## src/rtl/mem_arbiter_ctrl_if.sv

```systemverilog
`default_nettype none
// ============================================================================
// Module      : mem_arbiter_ctrl_if
// Description : Bus bundle between NUM_REQ memory requesters, the arbiter and
//               a single-port line RAM.
//               slave  modport : arbiter side (takes requests, drives memory)
//               master modport : requester/RAM-model side
//   req/wr            per-requester request level and write flag
//   addr/wdata        flattened per-requester address / write line, slice i
//   mem_rdata         RAM read line, valid one cycle after the address
//   gnt               one-hot grant
//   mem_addr/wdata/we RAM port
//   rdata/rvalid      read line broadcast plus per-requester valid strobe
// Revision    : 1.0 - initial release
// ============================================================================
interface mem_arbiter_ctrl_if #(
    parameter int NUM_REQ = 2,
    parameter int DATA_W  = 66,
    parameter int ADDR_W  = 8
);
    logic [NUM_REQ-1:0]        req;
    logic [NUM_REQ-1:0]        wr;
    logic [NUM_REQ*ADDR_W-1:0] addr;
    logic [NUM_REQ*DATA_W-1:0] wdata;
    logic [DATA_W-1:0]         mem_rdata;
    logic [NUM_REQ-1:0]        gnt;
    logic [ADDR_W-1:0]         mem_addr;
    logic [DATA_W-1:0]         mem_wdata;
    logic                      mem_we;
    logic [DATA_W-1:0]         rdata;
    logic [NUM_REQ-1:0]        rvalid;

    modport slave (
        input  req, wr, addr, wdata, mem_rdata,
        output gnt, mem_addr, mem_wdata, mem_we, rdata, rvalid
    );

    modport master (
        output req, wr, addr, wdata, mem_rdata,
        input  gnt, mem_addr, mem_wdata, mem_we, rdata, rvalid
    );
endinterface
`default_nettype wire

```

## src/rtl/mem_arbiter_ctrl.sv

```systemverilog
`default_nettype none
// ============================================================================
// Module      : mem_arbiter_ctrl
// Description : Arbitrates NUM_REQ requesters onto one single-port line RAM.
//               Round-robin or fixed-priority winner selection, bounded hold
//               under contention, per-requester read-valid strobes.
// Ports       : clk    - clock, all state on rising edge
//               reset  - asynchronous active-low reset
//               bus    - mem_arbiter_ctrl_if.slave (requests, RAM port, reads)
//               state  - FSM state: 0 IDLE, 1 GRANT, 2 RELEASE
//               owner  - index of current/last owner
// Revision    : 1.0 - initial release
// ============================================================================
module mem_arbiter_ctrl #(
    parameter int  NUM_REQ  = 2,
    parameter int  DATA_W   = 66,
    parameter int  ADDR_W   = 8,
    parameter int  RR_MODE  = 1,
    parameter int  MAX_HOLD = 16,
    localparam int OWN_W    = (NUM_REQ <= 2) ? 1 : $clog2(NUM_REQ)
) (
    input  wire logic              clk,
    input  wire logic              reset,
    mem_arbiter_ctrl_if.slave      bus,
    output logic [1:0]             state,
    output logic [OWN_W-1:0]       owner
);

    typedef enum logic [1:0] {
        ST_IDLE    = 2'd0,
        ST_GRANT   = 2'd1,
        ST_RELEASE = 2'd2
    } state_t;

    localparam int               HOLD_W      = (MAX_HOLD < 2) ? 1 : $clog2(MAX_HOLD + 1);
    localparam logic [HOLD_W-1:0] c_HOLD_LAST = HOLD_W'((MAX_HOLD > 0) ? MAX_HOLD - 1 : 0);
    localparam logic [OWN_W-1:0]  c_LAST_REQ  = OWN_W'(NUM_REQ - 1);

    state_t              r_state;
    logic [NUM_REQ-1:0]  r_gnt;
    logic [NUM_REQ-1:0]  r_rvalid;
    logic [OWN_W-1:0]    r_owner;
    logic [OWN_W-1:0]    r_ptr;
    logic [HOLD_W-1:0]   r_hold;
    logic [ADDR_W-1:0]   r_mem_addr;
    logic [DATA_W-1:0]   r_mem_wdata;

    logic [OWN_W-1:0]    w_base;
    logic [OWN_W-1:0]    w_win;
    logic [OWN_W-1:0]    w_idx;
    logic [NUM_REQ-1:0]  w_win_oh;
    int                  w_sum;
    logic                w_found;
    logic                w_any;
    logic                w_contend;
    logic                w_rel;
    logic                w_in_grant;
    logic [ADDR_W-1:0]   w_own_addr;
    logic [DATA_W-1:0]   w_own_wdata;

    // Fixed priority is round-robin with the search always starting at 0.
    assign w_base = (RR_MODE != 0) ? r_ptr : '0;
    assign w_any  = |bus.req;

    // First requester at or after w_base, wrapping around.
    always_comb begin
        w_win   = '0;
        w_found = 1'b0;
        w_sum   = 0;
        w_idx   = '0;
        for (int i = 0; i < NUM_REQ; i++) begin
            w_sum = int'(w_base) + i;
            w_idx = OWN_W'((w_sum >= NUM_REQ) ? (w_sum - NUM_REQ) : w_sum);
            if (!w_found && bus.req[w_idx]) begin
                w_win   = w_idx;
                w_found = 1'b1;
            end
        end
    end

    assign w_win_oh    = {{(NUM_REQ-1){1'b0}}, 1'b1} << w_win;
    assign w_own_addr  = bus.addr[r_owner*ADDR_W +: ADDR_W];
    assign w_own_wdata = bus.wdata[r_owner*DATA_W +: DATA_W];
    assign w_in_grant  = (r_state == ST_GRANT);

    // r_gnt is one-hot on the owner while granted, so masking with it leaves
    // only the competing requests.
    assign w_contend = |(bus.req & ~r_gnt);

    // Normal release and forced release lead to the same transition.
    assign w_rel = w_in_grant &&
                   (!bus.req[r_owner] ||
                    ((MAX_HOLD != 0) && (r_hold == c_HOLD_LAST) && w_contend));

    always_ff @(posedge clk or negedge reset) begin
        if (!reset) begin
            r_state     <= ST_IDLE;
            r_gnt       <= '0;
            r_rvalid    <= '0;
            r_owner     <= '0;
            r_ptr       <= '0;
            r_hold      <= '0;
            r_mem_addr  <= '0;
            r_mem_wdata <= '0;
        end else begin
            r_rvalid <= '0;
            case (r_state)
                ST_IDLE: begin
                    if (w_any) begin
                        r_state <= ST_GRANT;
                        r_gnt   <= w_win_oh;
                        r_owner <= w_win;
                        r_hold  <= '0;
                        r_ptr   <= (w_win == c_LAST_REQ) ? '0 : w_win + 1'b1;
                    end
                end
                ST_GRANT: begin
                    // Keep the last driven RAM address/data for the idle bus.
                    r_mem_addr  <= w_own_addr;
                    r_mem_wdata <= w_own_wdata;
                    if (bus.req[r_owner] && !bus.wr[r_owner]) begin
                        r_rvalid[r_owner] <= 1'b1;
                    end
                    if (r_hold != '1) begin
                        r_hold <= r_hold + 1'b1;
                    end
                    if (w_rel) begin
                        r_state <= ST_RELEASE;
                        r_gnt   <= '0;
                    end
                end
                ST_RELEASE: begin
                    r_state <= ST_IDLE;
                end
                default: begin
                    r_state <= ST_IDLE;
                    r_gnt   <= '0;
                end
            endcase
        end
    end

    assign bus.gnt       = r_gnt;
    assign bus.rvalid    = r_rvalid;
    assign bus.rdata     = bus.mem_rdata;
    assign bus.mem_we    = w_in_grant & bus.wr[r_owner] & bus.req[r_owner];
    assign bus.mem_addr  = w_in_grant ? w_own_addr  : r_mem_addr;
    assign bus.mem_wdata = w_in_grant ? w_own_wdata : r_mem_wdata;
    assign state         = r_state;
    assign owner         = r_owner;

endmodule
`default_nettype wire

```

## src/flat_wrapper.sv

```systemverilog
// flat-port wrapper written by rule: the top's interface ports become plain ports
module mem_arbiter_ctrl_flat 
#(
    parameter int  NUM_REQ  = 2,
    parameter int  DATA_W   = 66,
    parameter int  ADDR_W   = 8,
    parameter int  RR_MODE  = 1,
    parameter int  MAX_HOLD = 16,
    localparam int OWN_W    = (NUM_REQ <= 2) ? 1 : $clog2(NUM_REQ)
)
  (clk, reset, state, owner, bus_req, bus_wr, bus_addr, bus_wdata, bus_mem_rdata, bus_gnt, bus_mem_addr, bus_mem_wdata, bus_mem_we, bus_rdata, bus_rvalid);
  mem_arbiter_ctrl_if #(.NUM_REQ(NUM_REQ), .DATA_W(DATA_W), .ADDR_W(ADDR_W)) bus_i ();
  input  wire logic clk;
  input  wire logic reset;
  output logic [1:0] state;
  output logic [OWN_W-1:0] owner;
  input wire logic [$bits(bus_i.req)-1:0] bus_req;
  input wire logic [$bits(bus_i.wr)-1:0] bus_wr;
  input wire logic [$bits(bus_i.addr)-1:0] bus_addr;
  input wire logic [$bits(bus_i.wdata)-1:0] bus_wdata;
  input wire logic [$bits(bus_i.mem_rdata)-1:0] bus_mem_rdata;
  output wire logic [$bits(bus_i.gnt)-1:0] bus_gnt;
  output wire logic [$bits(bus_i.mem_addr)-1:0] bus_mem_addr;
  output wire logic [$bits(bus_i.mem_wdata)-1:0] bus_mem_wdata;
  output wire logic [$bits(bus_i.mem_we)-1:0] bus_mem_we;
  output wire logic [$bits(bus_i.rdata)-1:0] bus_rdata;
  output wire logic [$bits(bus_i.rvalid)-1:0] bus_rvalid;
  assign bus_i.req = bus_req;
  assign bus_i.wr = bus_wr;
  assign bus_i.addr = bus_addr;
  assign bus_i.wdata = bus_wdata;
  assign bus_i.mem_rdata = bus_mem_rdata;
  assign bus_gnt = bus_i.gnt;
  assign bus_mem_addr = bus_i.mem_addr;
  assign bus_mem_wdata = bus_i.mem_wdata;
  assign bus_mem_we = bus_i.mem_we;
  assign bus_rdata = bus_i.rdata;
  assign bus_rvalid = bus_i.rvalid;
  mem_arbiter_ctrl #(.NUM_REQ(NUM_REQ), .DATA_W(DATA_W), .ADDR_W(ADDR_W), .RR_MODE(RR_MODE), .MAX_HOLD(MAX_HOLD)) u_core (.clk(clk), .reset(reset), .bus(bus_i), .state(state), .owner(owner));
endmodule
```

## config.mk

```make
export PLATFORM = sky130hd
export DESIGN_NAME = mem_arbiter_ctrl_flat
export DESIGN_NICKNAME = d
export VERILOG_FILES = /design/src/rtl/mem_arbiter_ctrl_if.sv /design/src/rtl/mem_arbiter_ctrl.sv /design/src/flat_wrapper.sv
export SDC_FILE = /design/constraint.sdc
export NUM_CORES = 1
export LEC_CHECK = 0
export ABC_CLOCK_PERIOD_IN_PS = 4000
export CAP_MARGIN = 0
export CORE_AREA = 2 2 142 144
export CTS_CLUSTER_SIZE = 28
export DETAILED_ROUTE_END_ITERATION = 6
export DIE_AREA = 0 0 144 146
export PLACE_DENSITY = 0.69
export SLEW_MARGIN = 30
export SYNTH_ARGS = -nofsm -noshare
export SYNTH_HDL_FRONTEND = slang
export SYNTH_SLANG_ARGS = --single-unit
```

## constraint.sdc

```tcl
create_clock -name clk -period 4 [get_ports clk]
set_clock_uncertainty 0.15 [all_clocks]
set_input_delay 0.8 -clock clk [delete_from_list [all_inputs] [get_ports clk]]
set_output_delay 0.8 -clock clk [all_outputs]
set_load 0.005 [all_outputs]
```

==> results.md, run 1 <==
- The flow ran to the end, and the final reports show no timing, DRC or antenna violations.
- Based on the critical path, the design can be clocked at up to 287 MHz.
- The width of the chip is between 100 and 150 um.
- The most frequently used flop master after synthesis is dfrtp_1.
- Setup violations remaining at the end of the flow were counted as 0.
- The longest individual stage delay on the worst path is around 0.86 ns.
- For this run, global-route usage on met2 was measured as 18.6%.
- The clock tree buffer depth is 2.
- The number of cell rows is 51.
- The cell taking the most area after synthesis is dfrtp_1.
- Summing all multi-input logic gate instances after layout gives 1730 sq um.
- Measured against its own limit, the worst slew margin works out to 51.0%.
- The total wire length is 11.9 mm.
- In the routed layout, each cell is associated on average with a via count of 4.13.
- TritonCTS built the clock tree.
- The post-route clock period utilization is 87.0%.
- In this run the clock root is driven by a clkbuf_16.
- Counting instances in the post-synthesis netlist gives the leading cell types as 87 x dfrtp_1, 77 x nand2_1, 77 x o21ai_0, 75 x mux2i_1, 73 x buf_4.
- The first detailed-routing pass ran for 4 iterations.
- After clock tree synthesis, the clock-pin slew on the worst setup and hold paths is roughly 0.060 ns.
- In this run the number of H-tree levels came out at 3.
- The layout-stage area growth over the synthesis result is 51.7%.
- The final-layout setup total negative slack is 0 ns.
- For this run, global-route usage on met1 was measured as approximately an eighth.
- Setup repair after global routing left no endpoint under its margin.
- The synthesis warning total is 0.
- For this run, design rule violations remaining after detail routing come to 0.
- After the first detailed-routing iteration, the DRC count stood at roughly 120.
- Dividing the detail-routed wire length by the instance count gives 13.6 um.
- The residual overflow from global routing is 0.
- The clock buffer count from CTS is 9.
- For met3 alone, demand over resource in global routing was under 10%.
- The netlist area before placement is roughly 4600 sq um.
- Of the cells placed in the final design, the portion with a size suffix greater than 1 is between 4 and 5%.
- The die is 146 um tall.
- The detailed router placed between 3k and 4k vias in this run.
- met2 is the most crowded layer.
- The category of the most critical setup path is flop to output pin.
- In this run, placement finished with an instance count of between 800 and 900.
- At the worst endpoint, the arrival time is between 2 and 3 ns.
- The all-layer global routing usage is a little under an eighth.
- The number of cells produced by synthesis is around 450.
- At the worst endpoint, the required time is between 3 and 4 ns.
- Summing all placed instances gives a cell area of around 6700 sq um.
- The quantity of I/O buffers inserted on ports is between 200 and 250.
- The reported leakage power is roughly 3 nW.
- The initial antenna violation count came to 0.
- The starting density of the core is roughly a quarter.
- The number of enable flip-flop cells after synthesis is 0.
- The largest net degree at the start of global routing is between 80 and 90.
- On the critical path, the stage with the largest delay is an instance of dfrtp_4.
- Once the clock tree was built, the setup fixing pass inserted 0 buffers.
- Across the whole layout, storage elements account for 2180 sq um.
- The maximum VDD drop is ~0.29 mV.
- The finished layout holds 878 standard cells, fillers aside.
- On the final layout, the worst hold slack is 0.341 ns.
- The final weighted congestion of routability-driven global placement is ~0.72.
- The net total in the final layout is 833.
- The post-synthesis async set-or-reset flop share is 100%.
- The final number of hold-violating endpoints was 0.
- The number of register bits inferred by synthesis is a little under 90.
- Summing the sequential cell areas from Yosys gives roughly 47% of the chip area.
- In this run the biggest area consumer among cell types represents approximately 47% of the synthesized area.
- After routing the design area is roughly 7000 sq um.
- By instance count, the leading cell after synthesis is dfrtp_1.
- Counting every net in the synthesized netlist gives roughly 680.
- The number of ports placed on the die boundary is between 300 and 400.
- The maximum fanout count along the critical path is between 40 and 50.
- At the pin with the least slew margin, the transition time is ~0.73 ns.
- Dividing total power by cell area gives a power density of around 740 nW/um^2.
- The number of global-route vias before repair is roughly 3.7k.
- The type of element launching the critical path is a flop.
- Hold repair after CTS inserted 0 buffers.
- The classification of the worst-slack hold path is flop to flop.
- The total of cells resized after clock tree synthesis is 0.
- The core outline area is 19,300 sq um.
- The die covers roughly 21,000 sq um.
- Counting the fill cells in the layout gives roughly 2k.
- In this run the mean area of a mapped cell was about 10 sq um.
- The antenna diode instance count is 0.
- The count of nets left with antenna violations once routing finished came out at 0.
- Summed over all nets, the half-perimeter wirelength after detailed placement is between 8 and 9 mm.
- For the worst-skew pair, the clock arrives at the later sink with an insertion delay of roughly 0.34 ns.
- The final-report max-slew violation count came to 0.
- The number of clock sinks seen by CTS is 87.
- The distinct cell type count of the synthesized netlist is 32.
- Across the run, the number of max-cap violations was 0.
- The critical path goes through buf_12 > mux2i_1 > o21ai_0 > clkdlybuf4s50_1.
- The final critical delay including setup and external delays is between 3 and 4 ns.
- The element type at the critical path end is an output pin.
- The first global-routing pass estimated 18.6 mm of wire.
- Sorting the synthesized cells by area gives the leading types as dfrtp_1 47%, mux2i_1 16%, buf_4 12%.
-- metal layers --
layer,share of wire (%),wire length [um]
met1,38,4550
met2,47,5620
met3,10,1240
met4,4.2,504
met5,0,0
-- cell type report --
class / count / share of cell area (%)
Multi-Input combinational cell: 269 / 24.8
Sequential cell: 87 / 31.3
Clock inverter: 4 / 1.04
Tap cell: 265 / 4.76
Timing Repair Buffer: 239 / 34.6
Clock buffer: 10 / 3.29
Inverter: 4 / 0.216
-- path summary, 6_finish.rpt --
check	from	to	slack (ns)	depth (start not counted)
hold / removal	u_core.r_mem_wdata[18]	u_core.r_mem_wdata[18]	0.34	2
hold reg to reg	u_core.r_mem_wdata[18]	u_core.r_mem_wdata[18]	0.34	2
max in group asynchronous	reset	u_core.r_mem_wdata[44]	2.70	2
min in group asynchronous	reset	u_core.r_mem_addr[5]	0.35	1
setup / recovery	u_core.owner	bus_mem_wdata[30]	0.52	4
setup reg to reg	u_core.r_hold[0]	u_core.r_hold[3]	1.98	6
-- cell families (layout without fill, tap and decap cells) --
group / after synthesis / in the layout / share of synthesized area (%)
compound gates: 93 / 93 / 10.8
fa+ha+maj: 3 / 3 / 0.818
buf+inv: 96 / 257 / 15.1
flops: 87 / 87 / 47.4
mux: 77 / 77 / 16.8
simple gates: 96 / 96 / 8.99
-- report_power, final --
part	leakage, nW	total (W)	internal [W]	switching (W)
logic	1.81	0.00271	0.00158	0.00113
clock network	0.144	0.000885	0.000540	0.000346
registers	1.08	0.00154	0.00130	0.000235
-- cell usage in the layout (no fill, tap or decap), types with 2 or more instances in the layout --
cell type,n
nand2b_1,6
mux2i_1,75
o21ai_0,77
clkbuf_16,9
a21oi_1,5
nor2_1,2
mux2_2,2
buf_12,2
dfrtp_1,86
bufinv_16,2
inv_1,4
a21o_1,2
nand2_1,77
buf_4,2
ha_1,3
nor3_1,3
a31oi_1,2
clkdlybuf4s50_1,234
-- state kept, by name, indices dropped and copies added, names as in the netlist --
signal and flops:
u_core.r_mem_wdata 66, u_core.r_mem_addr 8, u_core.r_hold 5, u_core.bus.gnt 2, u_core.bus.rvalid 2, u_core.state 2
u_core.owner 1, u_core.r_ptr 1
-- worst max-delay path, delay by kind of cell, from the launching register on --
family                 cells  cell delay [ns]
AO/OA/AOI/OAI              1             0.24
multiplexers               1             0.16
flip-flops                 1             0.86
buffers and inverters      2             0.91
-- stage by stage --
| step | utilization (%) | setup WS [ns] | total power [W] |
|---|---|---|---|
| floorplan | - | 1.87 | 0.00286 |
| global placement | 34.4 | 0.632 | 0.00427 |
| detailed placement | 34.5 | 0.603 | 0.00431 |
| CTS | 36.0 | 0.417 | 0.00524 |
| global route | 36.0 | 0.308 | 0.00554 |
| finish | 36.0 | 0.519 | 0.00513 |
Note: power is estimated with default switching activity, not from simulation.
==> inputs of run 2 (changes only) <==
--- a/config.mk
+++ b/config.mk
@@ -5,14 +5,13 @@
 export SDC_FILE = /design/constraint.sdc
 export NUM_CORES = 1
 export LEC_CHECK = 0
-export ABC_CLOCK_PERIOD_IN_PS = 4000
 export CAP_MARGIN = 0
 export CORE_AREA = 2 2 142 144
 export CTS_CLUSTER_SIZE = 28
 export DETAILED_ROUTE_END_ITERATION = 6
 export DIE_AREA = 0 0 144 146
 export PLACE_DENSITY = 0.69
-export SLEW_MARGIN = 30
+export RECOVER_POWER = 25
 export SYNTH_ARGS = -nofsm -noshare
 export SYNTH_HDL_FRONTEND = slang
 export SYNTH_SLANG_ARGS = --single-unit
==> run 2 against run 1 <==
The run now ends with capacitance limit, slew limit left; combinational power barely moved; power rose by 0.42%; sequential cell count unchanged; via count is essentially flat; worst setup slack worse by 0.023 ns; core utilization hardly changed; final cell count grew 0.11%; critical endpoint unchanged; highest routed layer unchanged.
==> results.md, run 2 (same netlist as run 1, synthesis figures left out) <==
- The depth of the worst register-to-register path is 6 (unchanged).
- The startpoint identified for the worst register-to-register timing path is u_core.r_hold[0].
- The clock buffer count from CTS is 9 (unchanged).
- The number of clock sinks seen by CTS is 87 (unchanged).
- In the layout the commonest cells are 233 x clkdlybuf4s50_1, 86 x dfrtp_1, 77 x nand2_1, 77 x o21ai_0, 75 x mux2i_1.
- The final weighted congestion of routability-driven global placement is 0.725 (unchanged).
- The non-filler instance count after layout was 879 (+0.11%).
- The final number of hold-violating endpoints is 0 (unchanged).
- The fraction of final layout cells sized beyond drive strength 1 was 4.23% (-0.0069 points).
- The element type at the critical path end is an output pin.
- The launching element of the worst setup path is u_core.owner.
- The required arrival time at the worst endpoint is 3.05 ns (about the same).
- The signal on the critical path passes through buf_12 > mux2i_1 > o21ai_0 > clkdlybuf4s50_1.
- The antenna violation net count after detailed routing is 0 (unchanged).
- The quantity of I/O buffers inserted on ports is 235 (unchanged).
- The number of post-CTS setup repair buffers was 0 (unchanged).
- The initial antenna violation count was 0 (unchanged).
- The residual overflow from global routing was 0 (unchanged).
- The data arrival at the endpoint of the critical path is 2.55 ns (+0.02 ns).
- The worst reg-to-reg setup slack is 1.97 ns (about the same).
- The worst-margin pin slew is 2.01 ns (+1.27 ns).
- Following the worst setup path forward leads to its endpoint at bus_mem_wdata[30].
- The category of the most critical setup path is flop to output pin.
- The highest clock frequency the design can meet is 285 MHz (-0.66%).
- The total of cells resized after clock tree synthesis was 0 (unchanged).
- The post-route clock period utilization is 87.6% (+0.58 points).
- The clock-pin transition on the worst setup and hold timing paths is 0.06 ns (about the same).
- The final-report max-slew violation count is 81 (+81).
- The library cell used most frequently in the layout, excluding fill and tap cells, is clkdlybuf4s50_1.
- The total half-perimeter wirelength after legalization and detailed placement is 8.78 mm (-0.15%).
- The all-layer global routing usage is 11.4% (+0.049 points).
- The maximum fanout count along the critical path is 41 (unchanged).
- The type of element launching the critical path is a flop.
- The worst hold slack after final layout came to 0.340 ns (-0.000621 ns).
- The max-capacitance violation count is 1 (+1).
- The number of ports placed on the die boundary was 368 (unchanged).
- The DRC violation count after routing is 0 (unchanged).
- The reported leakage power is 3.04 nW (about the same).
- The average wire length per cell after detail routing is 13.6 um (-0.18%).
- The clock tree buffer depth is 2 (unchanged).
- The antenna diode instance count is 0 (unchanged).
- The area of the die came to 21,000 sq um (unchanged).
- The net total in the final layout is 833 (unchanged).
- The cell sitting at the root of the clock tree is a clkbuf_16.
- The maximum level of the CTS H-tree is 3 (unchanged).
- The width of the chip came to 144 um (unchanged).
- The first-pass GRT wire length is 18.7 mm (+0.60%).
- The classification of the worst-slack hold path is flop to flop.
- The longest individual stage delay on the worst path is 0.87 ns (about the same).
- The number of iterations in the first detailed-routing pass came to 4 (unchanged).
- The final critical delay including setup and external delays was 3.50 ns (+0.0230 ns).
- The largest net degree at the start of global routing came to 81 (unchanged).
- The final reports fail on capacitance limit, slew limit.
- The total wire length is 11.9 mm (about the same).
- The count of final setup violators is 0 (unchanged).
- The maximum VDD drop is 0.283 mV (-1.7%).
- The number of global-route vias before repair is 3,668 (-0.027%).
- More flip-flops sit in one register than any other, and that register is u_core.r_mem_wdata.
- The largest registers in the layout are u_core.r_mem_wdata x66, u_core.r_mem_addr x8, u_core.r_hold x5.
- The via-per-instance ratio is 4.13 (-0.17%).
- The flip-flop count of the largest register, all copies and words added is 66 (unchanged).
- The hold-fix buffer count after cts is 0 (unchanged).
- Setup repair after global routing left no endpoint under its margin.
- The vertical die dimension was 146 um (unchanged).
- The instance count after placement with tap cells included is 864 (unchanged).
- The core outline area came to 19,300 sq um (unchanged).
- TritonCTS built the clock tree.
- The end of the worst register-to-register path is u_core.r_hold[3].
- The final-layout setup total negative slack came to 0 ns (unchanged).
- The layout-stage area growth over the synthesis result is 51.8% (about the same).
- The worst-path cell with the longest stage delay is dfrtp_4.
- The power density over cell area is 739 nW/um^2 (+0.33%).
- The latest clock arrival within the worst-skew pair is 0.34 ns (about the same).
- The starting density of the core is 23.7% (unchanged).
- The number of cell rows is 51 (unchanged).
- The number of fillers in the final layout was 1,931 (-0.67%).
- The via count came to 3,627 (-0.055%).
- The worst slew margin relative to its limit came to -33.8% (-85 points).
- The flow ran to the end, but the final reports show violations.
- The starting DRC count in detailed routing is 98 (-16%).
run 2: power breakdown:
| group | switching, W | internal (W) |
|---|---|---|
| sequential | 0.000235 | 0.00130 |
| combinational | 0.00112 | 0.00158 |
| clock | 0.000347 | 0.000562 |
| total | 0.00171 | 0.00344 |
run 2: worst min path at each step:
stage	from	endpoint	cells past startpoint
floorplan	u_core.r_ptr	u_core.r_ptr	1
global placement	u_core.r_mem_wdata[24]	u_core.r_mem_wdata[24]	2
detailed placement	u_core.r_mem_wdata[9]	u_core.r_mem_wdata[9]	2
CTS	u_core.r_mem_wdata[50]	u_core.r_mem_wdata[50]	2
global route	u_core.r_mem_wdata[49]	u_core.r_mem_wdata[49]	2
finish	u_core.r_mem_wdata[3]	u_core.r_mem_wdata[3]	2
run 2: final cells by class:
type | count | area, sq um | share of cell area, %
Timing Repair Buffer | 239 | 2400 | 34.5
Sequential cell | 87 | 2180 | 31.3
Multi-Input combinational cell | 269 | 1730 | 24.8
Tap cell | 265 | 332 | 4.76
Clock buffer | 12 | 246 | 3.54
Clock inverter | 3 | 67.6 | 0.969
Inverter | 4 | 15.0 | 0.215
run 2: worst max-delay path, delay by kind of cell (launching register included):
kind                   cells  cell delay (ns)
AO/OA/AOI/OAI              1             0.24
buffers and inverters      2             0.88
flip-flops                 1             0.87
multiplexers               1             0.15
run 2: metal layers:
layer / part of all wire, % / vias to the layer above / GRT usage (%) / wire length [um]
li1: - / 1792 / - / -
met1: 38 / 1623 / 12.5 / 4520
met2: 48 / 171 / 18.7 / 5700
met3: 10 / 41 / 4.84 / 1220
met4: 4.0 / 0 / 5.69 / 471
met5: 0 / - / 0 / 0
run 2: through the flow:
| stage | power (W) | worst slack, ns | util (%) | area (sq um) |
|---|---|---|---|---|
| global route | 0.00556 | 0.317 | 36.1 | 6970 |
| finish | 0.00515 | 0.496 | 36.1 | 6970 |
| global placement | 0.00427 | 0.632 | 34.4 | 6660 |
| CTS | 0.00526 | 0.426 | 36.1 | 6970 |
| detailed placement | 0.00430 | 0.599 | 34.4 | 6660 |
| floorplan | 0.00286 | 1.87 | - | 4590 |
==> variant 1 (settings of run 1) <==
`RR_MODE` is set to 1 in 2 places; all go to 0.
--- a/src/rtl/mem_arbiter_ctrl.sv
+++ b/src/rtl/mem_arbiter_ctrl.sv
@@ -15,7 +15,7 @@
     parameter int  NUM_REQ  = 2,
     parameter int  DATA_W   = 66,
     parameter int  ADDR_W   = 8,
-    parameter int  RR_MODE  = 1,
+    parameter int  RR_MODE  = 0,
     parameter int  MAX_HOLD = 16,
     localparam int OWN_W    = (NUM_REQ <= 2) ? 1 : $clog2(NUM_REQ)
 ) (
--- a/src/flat_wrapper.sv
+++ b/src/flat_wrapper.sv
@@ -4,7 +4,7 @@
     parameter int  NUM_REQ  = 2,
     parameter int  DATA_W   = 66,
     parameter int  ADDR_W   = 8,
-    parameter int  RR_MODE  = 1,
+    parameter int  RR_MODE  = 0,
     parameter int  MAX_HOLD = 16,
     localparam int OWN_W    = (NUM_REQ <= 2) ? 1 : $clog2(NUM_REQ)
 )
Check against the original RTL: not equivalent (a bounded check fails within 10 cycles, from zero or initial values and one cycle with reset low).
==> variant 1 against run 1 <==
  * Total power shrank 0.26%
  * Routed wire length grew 3.3%
  * Non-clock buffer count grew 4
  * Area after synthesis shrank 1.5%
  * Sequential cell count shrank 1
  * Design area shrank 0.11%
  * Setup slack gained 0.13 ns
  * Synthesized cell count shrank 0.22%
  * Final cell count grew 0.46%
  * Critical path type unchanged
  * Critical endpoint is now bus_mem_wdata[31]
  * Largest cell class unchanged
==> variant 1: results (changes against run 1) <==
status completed (unchanged); pre-CTS setup slack 0.7395 ns (was 0.6026 ns); sequential share of power 29.1% (was 30.0%); Routed met3 length 1336 µm (was 1243 µm); critical path fanouts, max 39 (was 41); area post-placement 6646 µm² (was 6664 µm²); Async SR Flop Fraction 100.0% (unchanged); Total GRT Usage 11.78% (was 11.33%); clk pwr 0.000879 W (was 0.000885 W); P_int 0.003385 W (was 0.003420 W); Inst Count DP 866 (was 864); sequential share of the synthesized area 47.57% (was 47.41%); DP HPWL 9460 µm (was 8796 µm); Slowest Stage Delay on Critical Path 0.58 ns (was 0.86 ns); YS warnings 0 (unchanged); number of distinct library cells after synthesis 27 (was 32); number of global-route vias before repair 3772 (was 3669); Layout Nets 835 (was 833); Worst Hold Class input pin to asynchronous set/reset pin (was register to register); 1st-iter DRT viols 74 (was 116); ranking of synthesized cells by area dfrtp_1 48%, mux2i_1 17%, buf_4 12% (was dfrtp_1 47%, mux2i_1 16%, buf_4 12%); Seq. pwr 0.00149 W (was 0.00154 W); leak pwr 3.003 nW (was 3.035 nW); Final Wtd Congestion 0.7373 (was 0.7246); routed len/inst 13.96 µm (was 13.58 µm); max_slew headroom 52.32% (was 51.03%); Syn Area/Cell 10.03 µm² (was 10.16 µm²); share of cells above drive strength 1 4.538% (was 4.241%); peak supply drop 318.0 µV (was 287.8 µV); wl on met1 4568 µm (was 4554 µm); first-pass GRT wire length 19290 µm (was 18570 µm); metal2 WL 5807 µm (was 5618 µm); Crit-path slowest cell dfrtp_1 (was dfrtp_4); largest net degree at the start of global routing 70 (was 81); vias per cell 4.143 (was 4.133); Non-Filler Instances 882 (was 878); synth cell count leaders 86 x dfrtp_1, 80 x nand2_1, 76 x o21ai_0, 75 x mux2i_1, 71 x buf_4 (was 87 x dfrtp_1, 77 x nand2_1, 77 x o21ai_0, 75 x mux2i_1, 73 x buf_4); Mapped Nets 674 (was 675)
==> variant 1: changes by cell type after synthesis, sizes merged, moves of 2 or more <==
cell	before	now
nand2	77	80
a22o	1	6
o31ai	0	2
a31oi	2	0
nor2	2	4
a21o	2	5
nand2b	7	2
==> variant 1: critical path: cells and delay by family, from the launching register on <==
| kind | cells | cell delay [ns] |
|---|---|---|
| compound gates | 1 | 0.28 |
| buf+inv | 2 | 0.87 |
| flops | 1 | 0.58 |
| simple gates | 1 | 0.30 |
==> variant 1: routing by layer <==
| metal | vias to the layer above | GRT usage, % |
|---|---|---|
| met4 | 0 | 7.010 |
| met1 | 1630 | 12.31 |
| met3 | 47 | 5.166 |
| met5 | - | 0 |
| met2 | 188 | 19.45 |
| li1 | 1789 | - |
==> variant 1: cell type report <==
type / instances / area (µm²)
Fill cell: 1951 / 12380
Tap cell: 265 / 331.6
Multi-Input combinational cell: 268 / 1709
Clock inverter: 4 / 55.05
Sequential cell: 86 / 2156
Clock buffer: 12 / 256.5
Timing Repair Buffer: 243 / 2435
Inverter: 4 / 15.01
==> variant 1: cells by family after synthesis <==
logic type                 count (synthesis)  synth area share (%)
AOI/OAI and AO/OA                         96                 11.73
adders and majority gates                  3                0.8297
buffers and inverters                     97                 14.66
DFF                                       86                 47.57
muxes                                     76                 16.84
and+or+nand+nor                           93                 8.380
==> variant 1: path summary, 6_finish.rpt <==
check,endpoint,from,slack (ns)
worst min register to register,u_core.r_mem_wdata[3],u_core.r_mem_wdata[3],0.34
worst min-delay path,u_core.r_mem_wdata[5],reset,0.30
max in group asynchronous,u_core.r_mem_wdata[36],reset,2.66
min in group clk,u_core.r_mem_wdata[3],u_core.r_mem_wdata[3],0.34
worst max-delay path,bus_mem_wdata[31],u_core.state[0],0.65
worst max register to register,u_core.r_hold[2],u_core.r_hold[0],1.98
==> variant 2 (config.mk and constraints of run 1) <==
Made on the original files. Reset style: synchronous (`reset`), changed in one clocked block. Comments in the files are not updated.
--- a/src/rtl/mem_arbiter_ctrl.sv
+++ b/src/rtl/mem_arbiter_ctrl.sv
@@ -92,7 +92,7 @@
                    (!bus.req[r_owner] ||
                     ((MAX_HOLD != 0) && (r_hold == c_HOLD_LAST) && w_contend));
 
-    always_ff @(posedge clk or negedge reset) begin
+    always_ff @(posedge clk) begin
         if (!reset) begin
             r_state     <= ST_IDLE;
             r_gnt       <= '0;
Function: differs if reset is asserted again (counterexample within 4 cycles, from zero or initial values and one cycle with reset low); with reset held inactive, the same outputs for 4 cycles.
==> variant 2 against run 1 <==
  * Synthesized cell count grew 22%
  * Global-route usage is 1.2 points higher
  * Design area up 4.3%
  * Sequential cell count did not move
  * Routed wire length grew 13%
  * Final cell count is 12% higher
  * Register-to-register slack got worse by 0.12 ns
  * Highest routed layer unchanged
  * Fmax is 1.2% higher
  * Area after synthesis up 3.8%
  * Setup slack better by 0.040 ns
  * Sequential share of layout area fell by 7.3 points
Power is not compared: it rests on default switching activity, and its combinational part moved more than twofold at a synthesized area within 25%.
==> variant 2: results (changes against run 1) <==
Reg2Reg Depth 6 (unchanged); clk buf depth 2 (unchanged); CTS root buffer clkbuf_16 (unchanged); area post-placement 6975 µm² (was 6664 µm²); initial antenna violation count 0 (unchanged); number of global-route vias before repair 4263 (was 3669); Async SR Flop Fraction 0% (was 100.0%); Mapped Nets 774 (was 675); Least-Margin Pin Slew 0.9298 ns (was 0.7346 ns); Top Registers u_core.r_mem_wdata (66), u_core.r_mem_addr (8), u_core.r_hold (5) (unchanged); Sequential Area 1745 µm² (was 2181 µm²); pre-CTS setup slack 0.8502 ns (was 0.6026 ns); number of fill cells in the layout 2001 (was 1944); # diodes 0 (unchanged); port buffer count 235 (unchanged); 1st-iter DRT viols 77 (was 116); ranking of synthesized cells by area dfxtp_1 37%, mux2i_1 16%, a211oi_1 12% (was dfrtp_1 47%, mux2i_1 16%, buf_4 12%); vias per cell 4.479 (was 4.133); H-tree depth 3 (unchanged); PwrDens 402.3 nW/µm²; # resized after CTS 0 (unchanged); crit path to bus_mem_wdata[48] (was bus_mem_wdata[30]); worst setup path start u_core.state[1] (was u_core.owner); Tmin final 3.441 ns (was 3.481 ns); critical path fanouts, max 32 (was 41); number of distinct library cells after synthesis 41 (was 32); Total GRT Usage 12.55% (was 11.33%); CP arrival 2.49 ns (was 2.53 ns); switch share 29.29%; leak pwr 2.574 nW; first-pass GRT wire length 20760 µm (was 18570 µm); 1st-pass router iterations 4 (unchanged); routed len/inst 13.80 µm (was 13.58 µm); synth cell count leaders 87 x dfxtp_1, 78 x nor2_1, 77 x a21oi_1, 75 x mux2i_1, 74 x a211oi_1 (was 87 x dfrtp_1, 77 x nand2_1, 77 x o21ai_0, 75 x mux2i_1, 73 x buf_4); Clk Latency, worst-skew pair 0.34 ns (about the same); r2r startpoint u_core.r_hold[0] (unchanged); Final Wtd Congestion 0.7384 (was 0.7246); largest net degree at the start of global routing 49 (was 81); Top reg by flops u_core.r_mem_wdata (unchanged); status completed (unchanged); Worst Hold Class register to register (unchanged); peak supply drop 184.8 µV; TritonCTS Buffers 9 (unchanged); sequential share of the synthesized area 36.54% (was 47.41%); worst r2r dst u_core.r_hold[3] (unchanged); share of cells above drive strength 1 5.874% (was 4.241%); Layout Nets 933 (was 833); r2r setup slk 1.86 ns (was 1.98 ns); YS warnings 0 (unchanged); DP HPWL 10110 µm (was 8796 µm); post-CTS setup buffer count 0 (unchanged); CTS clk-pin slew, worst paths 0.07 ns
[variant 2: how the worst min path moves through the flow]
stage	from	endpoint	cells after the start
CTS	u_core.r_hold[3]	u_core.r_hold[3]	2
global route	u_core.r_hold[4]	u_core.r_hold[4]	2
global placement	u_core.r_hold[3]	u_core.r_hold[3]	2
finish	u_core.r_hold[4]	u_core.r_hold[4]	2
floorplan	u_core.r_hold[1]	u_core.r_hold[1]	2
detailed placement	u_core.r_hold[1]	u_core.r_hold[1]	2
[variant 2: power by group through the flow]
stage	logic [W]	clock network (W)	registers (W)
after floorplan	0.000543	0	0.00102
after global placement	0.00108	0	0.00104
after detailed placement	0.00109	0	0.00105
after CTS	0.00110	0.000860	0.00103
after global routing	0.00119	0.000894	0.00104
final	0.00108	0.000814	0.00103
[variant 2: through the flow]
step                hold WS (ns)  instances
finish                    0.3376        980
global route              0.3617        980
CTS                       0.3440        980
detailed placement        0.3303        964
global placement          0.3172        964
floorplan                 0.3022        551
[variant 2: final cells by class]
type | instances | area share, %
Timing Repair Buffer | 258 | 35.29
Multi-Input combinational cell | 350 | 31.96
Sequential cell | 87 | 24.04
Tap cell | 265 | 4.566
Clock buffer | 12 | 3.532
Clock inverter | 4 | 0.4135
Inverter | 4 | 0.2068
[variant 2: cell families after synthesis]
group | count (synthesis) | share of synthesized area (%)
AOI/OAI and AO/OA | 167 | 22.15
buffers and inverters | 114 | 14.83
and+or+nand+nor | 103 | 9.580
DFF | 87 | 36.54
muxes | 75 | 15.75
adders and majority gates | 3 | 0.7875
xor gates and xnor gates | 2 | 0.3675
[variant 2: per-layer routing]
metal	share of wire (%)	global-route usage [%]	up-vias
li1	-	-	2248
met2	46	21.29	188
met1	40	13.50	1902
met3	9.4	4.080	51
met4	4.3	7.451	0
met5	0	0	-
[variant 2: critical path, cell delays in order (launching register included)]
cell,delay [ns]
dfxtp_1,0.41
and2b_4,0.54
buf_12,0.26
buf_12,0.18
nor2_1,0.06
a21oi_1,0.13
clkdlybuf4s50_1,0.55
